===== src/rtl/gemm_bus_slave.sv =====
// gemm_bus_slave: memory-mapped register window that stages GEMM tile
// descriptors and queues them for the compute engine.
// Optional feature macro: GEMM_CMD_PERF_EN adds a busy-cycle counter
// readable at offset 32; without it offset 32 reads 0.
module gemm_bus_slave #(
    parameter logic [31:0] BASE_ADDR = 32'h9000_0000,
    parameter int          QDEPTH    = 4
) (
    input  logic        clk,
    input  logic        rst,
    input  logic        system_bus_en,
    input  logic        system_bus_rdwr,
    input  logic [31:0] system_bus_addr,
    input  logic [31:0] system_bus_wr_data,
    output logic [31:0] system_bus_rd_data,
    output logic        cmd_valid,
    input  logic        cmd_ready,
    output logic [31:0] cmd_a_addr,
    output logic [31:0] cmd_b_addr,
    output logic [31:0] cmd_c_addr,
    output logic [31:0] cmd_a_stride,
    output logic [31:0] cmd_b_stride,
    output logic        cmd_first,
    output logic        cmd_last,
    output logic [4:0]  cmd_msize,
    output logic [4:0]  cmd_ksize,
    output logic [4:0]  cmd_nsize,
    input  logic        gemm_busy
);

    localparam int PW = (QDEPTH > 1) ? $clog2(QDEPTH) : 1;

    typedef struct packed {
        logic [31:0] a_addr;
        logic [31:0] b_addr;
        logic [31:0] c_addr;
        logic [31:0] a_stride;
        logic [31:0] b_stride;
        logic        first;
        logic        last;
        logic [4:0]  msize;
        logic [4:0]  ksize;
        logic [4:0]  nsize;
    } desc_t;

    desc_t          mem [QDEPTH];
    desc_t          stage;
    desc_t          new_desc;
    desc_t          head;
    logic [PW-1:0]  wr_ptr;
    logic [PW-1:0]  rd_ptr;
    logic [4:0]     count;
    logic           ovf;
    logic           err;
    logic [31:0]    perf_rd;
    logic [31:0]    rd_mux;

    logic           hit;
    logic           wr_en;
    logic           rd_en;
    logic [7:0]     offset;
    logic           commit;
    logic           size_ok;
    logic           full;
    logic           empty;
    logic           done;
    logic           pop;
    logic           push;

    assign offset = system_bus_addr[7:0];
    assign hit    = system_bus_en && (system_bus_addr[31:8] == BASE_ADDR[31:8]);
    assign wr_en  = hit && system_bus_rdwr;
    assign rd_en  = hit && !system_bus_rdwr;
    assign commit = wr_en && (offset == 8'd24);

    assign full   = (count == 5'(QDEPTH));
    assign empty  = (count == 5'd0);
    assign done   = empty && !gemm_busy;
    assign pop    = cmd_valid && cmd_ready;

    // Assemble the descriptor a DIM write would commit and validate its sizes
    always_comb begin
        new_desc       = stage;
        new_desc.msize = system_bus_wr_data[4:0];
        new_desc.ksize = system_bus_wr_data[9:5];
        new_desc.nsize = system_bus_wr_data[14:10];
        size_ok = (new_desc.msize != 5'd0) && (new_desc.msize <= 5'd16) &&
                  (new_desc.ksize != 5'd0) && (new_desc.ksize <= 5'd16) &&
                  (new_desc.nsize != 5'd0) && (new_desc.nsize <= 5'd16);
        push = commit && size_ok && (!full || pop);
    end

    // Staging registers capture address/stride/control writes and hold them
    always_ff @(posedge clk or negedge rst) begin
        if (!rst) begin
            stage <= '0;
        end else if (wr_en) begin
            case (offset)
                8'd0:  stage.a_addr   <= system_bus_wr_data;
                8'd4:  stage.b_addr   <= system_bus_wr_data;
                8'd8:  stage.c_addr   <= system_bus_wr_data;
                8'd12: stage.a_stride <= system_bus_wr_data;
                8'd16: stage.b_stride <= system_bus_wr_data;
                8'd20: begin
                    stage.first <= system_bus_wr_data[1];
                    stage.last  <= system_bus_wr_data[0];
                end
                default: ;
            endcase
        end
    end

    // Descriptor FIFO: push on a valid commit, pop on an engine handshake
    always_ff @(posedge clk or negedge rst) begin
        if (!rst) begin
            wr_ptr <= '0;
            rd_ptr <= '0;
            count  <= '0;
            for (int i = 0; i < QDEPTH; i++) mem[i] <= '0;
        end else begin
            if (push) begin
                mem[wr_ptr] <= new_desc;
                wr_ptr      <= wr_ptr + PW'(1);
            end
            if (pop) rd_ptr <= rd_ptr + PW'(1);
            case ({push, pop})
                2'b10:   count <= count + 5'd1;
                2'b01:   count <= count - 5'd1;
                default: ;
            endcase
        end
    end

    // Sticky overflow/error flags, cleared by any write to the status word
    always_ff @(posedge clk or negedge rst) begin
        if (!rst) begin
            ovf <= 1'b0;
            err <= 1'b0;
        end else if (wr_en && offset == 8'd28) begin
            ovf <= 1'b0;
            err <= 1'b0;
        end else if (commit) begin
            if (!size_ok)
                err <= 1'b1;
            else if (full && !pop)
                ovf <= 1'b1;
        end
    end

`ifdef GEMM_CMD_PERF_EN
    logic [31:0] perf_cnt;

    // Busy-cycle counter: restarts on a commit into an idle engine, runs until done
    always_ff @(posedge clk or negedge rst) begin
        if (!rst)
            perf_cnt <= '0;
        else if (commit && done)
            perf_cnt <= '0;
        else if (!done)
            perf_cnt <= perf_cnt + 32'd1;
    end

    assign perf_rd = perf_cnt;
`else
    assign perf_rd = '0;
`endif

    // Read mux; only a few offsets are readable, everything else returns 0
    always_comb begin
        rd_mux = '0;
        case (offset)
            8'd0:    rd_mux = {31'b0, full};
            8'd24:   rd_mux = {31'b0, done};
            8'd28:   rd_mux = {19'b0, count, 6'b0, ovf, err};
            8'd32:   rd_mux = perf_rd;
            default: rd_mux = '0;
        endcase
    end

    // Registered read data, updated on any read strobe and held otherwise
    always_ff @(posedge clk or negedge rst) begin
        if (!rst)
            system_bus_rd_data <= '0;
        else if (system_bus_en && !system_bus_rdwr)
            system_bus_rd_data <= rd_en ? rd_mux : 32'd0;
    end

    assign head         = mem[rd_ptr];
    assign cmd_valid    = !empty;
    assign cmd_a_addr   = head.a_addr;
    assign cmd_b_addr   = head.b_addr;
    assign cmd_c_addr   = head.c_addr;
    assign cmd_a_stride = head.a_stride;
    assign cmd_b_stride = head.b_stride;
    assign cmd_first    = head.first;
    assign cmd_last     = head.last;
    assign cmd_msize    = head.msize;
    assign cmd_ksize    = head.ksize;
    assign cmd_nsize    = head.nsize;

endmodule


===== config.mk =====
export PLATFORM = sky130hd
export DESIGN_NAME = gemm_bus_slave
export DESIGN_NICKNAME = d
export VERILOG_FILES = /design/src/rtl/gemm_bus_slave.sv
export SDC_FILE = /design/constraint.sdc
export NUM_CORES = 1
export LEC_CHECK = 0
export CORE_MARGIN = 2
export CORE_UTILIZATION = 35
export DETAILED_ROUTE_END_ITERATION = 7
export HOLD_SLACK_MARGIN = 0.02
export SYNTH_ARGS = -nofsm -noshare
export SYNTH_HDL_FRONTEND = slang
export SYNTH_SLANG_ARGS = --single-unit

===== constraint.sdc =====
create_clock -name clk -period 3.1 [get_ports clk]
set_clock_uncertainty 0.05 [all_clocks]
set_input_delay 0.62 -clock clk [delete_from_list [all_inputs] [get_ports clk]]
set_output_delay 0.62 -clock clk [all_outputs]
set_load 0.01 [all_outputs]

# ---- Word-level counts from Yosys, hierarchy flattened
# Cells that the tools add are included.
dict set report totals {
  register_bits 913
  input_bits 70
  output_inout_bits 210
  elab_cells 133
}
dict set report op_classes {
  n_addsub 4
  n_lt_le_gt_ge 6
  n_eq_ne 12
  n_mux 16
  bitwise 2
  n_reduce_logical 40
}
# cell n
set ops {}
lappend ops {{708-bit bitwise mux} 1}
lappend ops {{177-bit two-way mux} 3}
lappend ops {{177-bit binary-select mux with 2-bit select} 1}
lappend ops {{177-bit demux with 2-bit select} 1}
lappend ops {{13-bit one-hot mux with 3 select lines} 1}
lappend ops {{8-bit by 5-bit == test with 1-bit output, second input constant} 4}
lappend ops {{32-bit two-way mux} 1}
lappend ops {{24-bit == test, second input constant} 1}
lappend ops {{1-bit logical AND} 17}
lappend ops {{8-bit by 4-bit == test with 1-bit output, second input constant} 2}
lappend ops {{5-bit <= comparator, second input constant} 3}
lappend ops {{5-bit nonzero test} 3}
lappend ops {{2-bit AND reduction} 7}
lappend ops {{5-bit one-hot mux with 2 select lines} 1}
lappend ops {{8-bit by 3-bit == test with 1-bit output, second input constant} 1}
lappend ops {{8-bit logical NOT} 1}
lappend ops {{2-bit nonzero test} 4}
lappend ops {{1-bit two-way mux} 7}
lappend ops {{3-bit >= comparator, second input constant} 2}
lappend ops {{2-bit NOT with 3-bit output} 2}
lappend ops {{5-bit by 1-bit adder with 5-bit output, second input constant} 1}
lappend ops {{5-bit by 3-bit == test with 1-bit output, second input constant} 1}
lappend ops {{1-bit logical NOT} 5}
lappend ops {{5-bit logical NOT} 1}
lappend ops {{8 further kinds} 9}

# ---- Depth between registers and ports, before layout
# Gate-level depths: netlist of run 1.
dict set report depth {
  ltp_word 10
  mapped_depth 14
  mapped_depth_nobuf 12
}

# ---- Least setup slack after synthesis of run 1
# OpenSTA, ideal clock, no wires.
dict set report synth_path {
  path_type {input to register}
  startpoint {in system_bus_wr_data[11]}
  endpoint {reg count[4]}
  setup_ps 79
  arrival_time_ps 3528
  required_ps 2971
  setup_slack_ps -557
  cell_stages 14
  path_buffers 2
  path_cell_list {buf_2 > nor4_1 > xnor2_1 > nand4_1 > or3_1 > ha_1 > clkbuf_1 > xor2_1 > ha_1 > inv_1 > o21ai_0 > a21o_1 > a31oi_1 > xor2_1}
}
dict set report synth_via {
  elab_chain_len 7
  elab_cells_between_ends 10
  classes_between {1 x order compare; 2 x eq/ne; 1 x mux; 6 x reduce/logical}
}
# item line_no
set synth_lines {}
lappend synth_lines {{from (decl)} 14} ;# input logic [31:0] system_bus_wr_data,
lappend synth_lines {{parallel branches: the longest is 2 deep, another holds 5-bit <= comparator} --}
lappend synth_lines {{1-bit logical AND (*)} 89} ;# (new_desc.nsize != 5'd0) && (new_desc.nsize <= 5'd16);
lappend synth_lines {{1-bit logical AND (*) (2 in a row)} 90} ;# push = commit && size_ok && (!full || pop);
lappend synth_lines {{2-bit by 1-bit == test with 1-bit output or 2-bit == test (tied branches)} 126} ;# case ({push, pop})
lappend synth_lines {{5-bit one-hot mux with 2 select lines or 2-bit nonzero test (tied branches)} --}
lappend synth_lines {{to (signal assigned)} 127} ;# 2'b10: count <= count + 5'd1;
lappend synth_lines {{to (signal assigned)} 128} ;# 2'b01: count <= count - 5'd1;
lappend synth_lines {{to (decl)} 52} ;# logic [4:0] count;
# Mark *: on every way between the ends.
# A chain may end at the register's enable or synchronous reset.

# ---- Worst setup path after layout of run 1
dict set report layout_path {
  startpoint {reg rd_ptr[0]}
  endpoint {out cmd_b_addr[2]}
}
dict set report layout_via {
  elab_chain_len 4
}
# item line_no
set layout_lines {}
lappend layout_lines {{from (decl)} 51} ;# logic [PW-1:0] rd_ptr;
lappend layout_lines {{from (signal assigned)} 125} ;# if (pop) rd_ptr <= rd_ptr + PW'(1);
lappend layout_lines {{2-bit NOT with 3-bit output (implied by the code)} 188} ;# assign head = mem[rd_ptr];
lappend layout_lines {{177-bit binary-select mux with 2-bit select} 188}
lappend layout_lines {{177-bit two-way mux (implied by the code) (2 in a row)} 188}
lappend layout_lines {{to (decl)} 19} ;# output logic [31:0] cmd_b_addr,
# No other way between the ends. The select of a mux whose other input is x is not followed.

==> results.txt, run 1 <==
- The die is around 330 µm wide.
* Total of fill cells in the finished design: ~9400
- CTS built an H-tree with a depth of 3.
- Clock latency on the worst-skew pair, taken at its later pin, is 0.65 ns.
- Worst min path class: input pin to async pin
- For this block, the routed nets add up to slightly above 100000 µm of wire.
- In this run the vertical extent of the chip is 333 µm.
- The initialized floorplan defines 120 standard-cell rows.
- After the first detailed-routing iteration, the DRC count stood at around 1000.
- Crit-path slowest cell: sky130_fd_sc_hd__dfrtp_4
* Peak supply drop: roughly 430 µV
* Fin. Hold Viols: 0
- At the worst endpoint, the required time is about 2.4 ns.
- Core outline area: roughly 110000 µm²
- Dominant delay contributor by cell family on the critical path: buffers and inverters
* Mean cell area of the mapped netlist: around 17 µm²
- The number of antenna violations at the first check in global routing came to 6.
- Summing the sequential cell areas from Yosys gives between 50 and 60% of the chip area.
* Crit-path most repeated cell: sky130_fd_sc_hd__buf_12
- Data arrival time of the worst path: roughly 2.4 ns
* Cell variety after synth: 40
* Flip-flop and latch count after synthesis: 888
- DR DRC count: 0
- The via count of the first global-routing pass was 23578.
- The critical path in this run is classified as register to output port.
- Global routing finished with a remaining overflow of 0.
- By area the synthesized netlist is led by sky130_fd_sc_hd__dfrtp_1, sky130_fd_sc_hd__mux2_1, sky130_fd_sc_hd__mux4_2.
- CTS tree: yes
- Worst Setup Start Kind: register
* Half-perimeter wire length after placement: roughly 66000 µm
- After detailed routing, the number of vias per cell comes to 5.12.
- Input and output buffers added on the ports amount to 254.
- The worst register-to-register path has a setup slack of approximately 0.42 ns.
- Outcome: complete, no violations
- Counting flops with a built-in enable in the synthesized netlist gives 0.
* Highest achievable clock rate: between 300 and 400 MHz
- RSZ-0062 raised after global routing: true
- Routability congestion estimate from global placement: between 0.7 and 0.8
- The cell area that synthesis handed to floorplanning was around 38000 µm².
- Worst slew margin relative to its limit: 48.0%
- The design draws ~24000 µW.
- Period utilisation layout: about 99%
- For this design the static power due to leakage is roughly 0.024 µW.
* Area delta synth->final: 24.6%
- Total Nets Final: 2718
- The tree is rooted in a sky130_fd_sc_hd__clkbuf_16.
- At the pin with the least slew margin, the transition time is 0.777 ns.
- The library cell used most frequently in the layout, excluding fill and tap cells, is sky130_fd_sc_hd__dfrtp_1.
* Total of endpoints with negative setup slack in the final report: 0
- Global routing used 18.6% of the available tracks across all layers.
- Cell total after placement: just under 4000
- The most used flip-flop cell after synthesis is sky130_fd_sc_hd__dfrtp_1.
- Number of non-filler instances in the completed layout: a little over 4000
* Top-Level Pins: 280
- In this design, the stage delay of the slowest critical-path cell is ~0.54 ns.
- First-pass GRT wire length: between 150000 and 200000 µm
* Count of warnings emitted by yosys: 0
* Worst path bufs/invs: 5
- Largest driver fanout on the critical path: 10
- Final critical delay including setup and external delays: roughly 3.1 ns
- Via Count: between 20000 and 25000
* Cell chain of the critical path: buf_12, buf_12, buf_16, buf_4, mux4_2, buf_2
- The clock passes through at most 3 buffers.
- For this design, the sink count on the clock tree is 888.
* Post-CTS clock slew at the launch and capture registers of the worst setup and hold paths: 0.06 ns
* Maximum number of pins on one net before global-route repair: between 100 and 150
- STA classifies the critical path endpoint as an output port.
- Post-route ant nets: 0
* Fraction of final layout cells sized beyond drive strength 1: around two fifths
- The die covers between 100000 and 150000 µm².
- Async SR Flop Fraction: between 90% and 100%
- After detailed routing, the average wire length per cell comes to ~25 µm.
- The initial utilization of the core area, before any placement, comes to between 30% and 40%.
- CTS buffer count: just under 100
- Final count of pins violating max slew: 0
* Post-synthesis instance total: 2221
- Length of the first detailed-routing pass in iterations: 4
* Power per Cell Area: 511 nW/µm²
- Maximum capacitance violations: 0
- Synth area leader: sky130_fd_sc_hd__dfrtp_1
- Leaving out fill and tap cells, the most frequent cells in the layout are sky130_fd_sc_hd__dfrtp_1, sky130_fd_sc_hd__mux2_1, sky130_fd_sc_hd__mux2_2, sky130_fd_sc_hd__mux4_2, sky130_fd_sc_hd__buf_4.
- The share of synthesized area in the top cell type comes to ~60%.
==> state kept, by name (all words and copies together), names as in the netlist <==
signal,flops
rd_ptr,2
wr_ptr,2
count,5
ovf,1
new_desc,162
mem,708
err,1
system_bus_rd_data,7
==> layout make-up <==
type	instances	area, µm²	area share [%]
Timing Repair Buffer	474	5040	10.7
Clock buffer	141	2800	5.95
Sequential cell	888	22200	47.1
Multi-Input combinational cell	1175	14800	31.5
Tap cell	1403	1760	3.72
Antenna cell	2	5.00	0.0106
Inverter	5	18.8	0.0398
Clock inverter	32	459	0.974
==> what timing repair did <==
item | CTS | global route
gates resized for setup | 620 | 114
hold endpoints to repair | 31 | 0
pin swaps | 2 | 21
buffers inserted | 56 | 6
hold buffers | 1 | 0
endpoints found under the setup margin | 567 | 209
cloned | 13 | 1
==> cell usage after synthesis (2+ instances only) <==
master	n
sky130_fd_sc_hd__nor4_1	9
sky130_fd_sc_hd__nand3_1	6
sky130_fd_sc_hd__buf_4	85
sky130_fd_sc_hd__nor2_1	9
sky130_fd_sc_hd__a22o_1	7
sky130_fd_sc_hd__a21oi_1	3
sky130_fd_sc_hd__mux2_1	520
sky130_fd_sc_hd__inv_1	5
sky130_fd_sc_hd__nor4b_4	4
sky130_fd_sc_hd__o21ai_0	2
sky130_fd_sc_hd__dfrtp_1	888
sky130_fd_sc_hd__nor4b_2	2
sky130_fd_sc_hd__nand4_1	2
sky130_fd_sc_hd__a21o_1	2
sky130_fd_sc_hd__nand4b_1	2
sky130_fd_sc_hd__buf_2	19
sky130_fd_sc_hd__or3_1	2
sky130_fd_sc_hd__a31oi_1	2
sky130_fd_sc_hd__nand2_1	10
sky130_fd_sc_hd__xnor2_1	7
sky130_fd_sc_hd__nor3_1	4
sky130_fd_sc_hd__and2_1	4
sky130_fd_sc_hd__buf_1	30
sky130_fd_sc_hd__mux4_2	177
sky130_fd_sc_hd__clkbuf_1	42
sky130_fd_sc_hd__ha_1	7
sky130_fd_sc_hd__mux2_2	352
sky130_fd_sc_hd__xor2_1	5
sky130_fd_sc_hd__nand3b_1	2
sky130_fd_sc_hd__a2bb2oi_1	2
==> worst register-to-register path, stage by stage, from the launching register on <==
cell and delay, ns:
sky130_fd_sc_hd__dfrtp_1 0.51, sky130_fd_sc_hd__nor3_1 0.12, sky130_fd_sc_hd__nand3b_1 0.16, sky130_fd_sc_hd__nor2_1 0.08
sky130_fd_sc_hd__or3_4 0.41, sky130_fd_sc_hd__ha_4 0.17, sky130_fd_sc_hd__xor2_1 0.14, sky130_fd_sc_hd__ha_2 0.21
sky130_fd_sc_hd__a21o_1 0.12, sky130_fd_sc_hd__nand2_1 0.06, sky130_fd_sc_hd__a21o_1 0.20, sky130_fd_sc_hd__a31oi_1 0.19
sky130_fd_sc_hd__xor2_1 0.17
==> cell families after synthesis <==
| family | share of synthesized area (%) |
|---|---|
| mux | 36.5 |
| flops | 58.7 |
| buf+inv | 2.72 |
| simple gates | 1.14 |
| compound gates | 0.394 |
| xor+xnor | 0.278 |
| fa+ha+maj | 0.232 |
| other cells | 0.00991 |
==> power breakdown <==
group	total (µW)	internal [µW]	switching, µW
clock	11800	7100	4690
combinational	704	239	465
sequential	11600	11600	1.81
total	24100	18900	5160
==> through the flow <==
stage / worst slack, ns / TNS [ns] / util (%) / hold slack, ns / area, µm²
after floorplan: -0.370 / -0.820 / - / 0.274 / 38000
final: 0.0263 / 0 / 44.0 / 0.429 / 47100
after global placement: -0.873 / -482.80 / 40.3 / 0.411 / 43200
after global routing: -0.0486 / -0.267 / 44.0 / 0.441 / 47100
after detailed placement: -0.937 / -510.27 / 40.3 / 0.419 / 43200
after CTS: -0.0992 / -2.35 / 43.9 / 0.433 / 47100
==> worst paths after layout <==
kind | cells past startpoint | endpoint | from
max in group asynchronous | 3 | mem[557]$_DFFE_PN0P_ | rst
hold reg to reg | 1 | mem[145]$_DFFE_PN0P_ | mem[145]$_DFFE_PN0P_
setup / recovery | 6 | cmd_b_addr[2] | rd_ptr[0]$_DFFE_PN0P_
min in group clk | 1 | mem[145]$_DFFE_PN0P_ | mem[145]$_DFFE_PN0P_
hold / removal | 2 | mem[665]$_DFFE_PN0P_ | rst
setup reg to reg | 12 | count[4]$_DFFE_PN0P_ | count[1]$_DFFE_PN0P_
==> per-layer routing <==
metal / wire length, µm / global-route usage (%)
met1: 45300 / 25.1
met3: 4100 / 3.24
met5: 10 / 0
met4: 3360 / 7.02
met2: 49300 / 30.2
Note: power is estimated with default switching activity, not from simulation.
==> run 2: changes to the inputs <==
- CTS_CLUSTER_DIAMETER: default -> 120
- SLEW_MARGIN: default -> 20
==> results of run 2 <==
Final layout, timing and power as in run 1 (identical DEF).
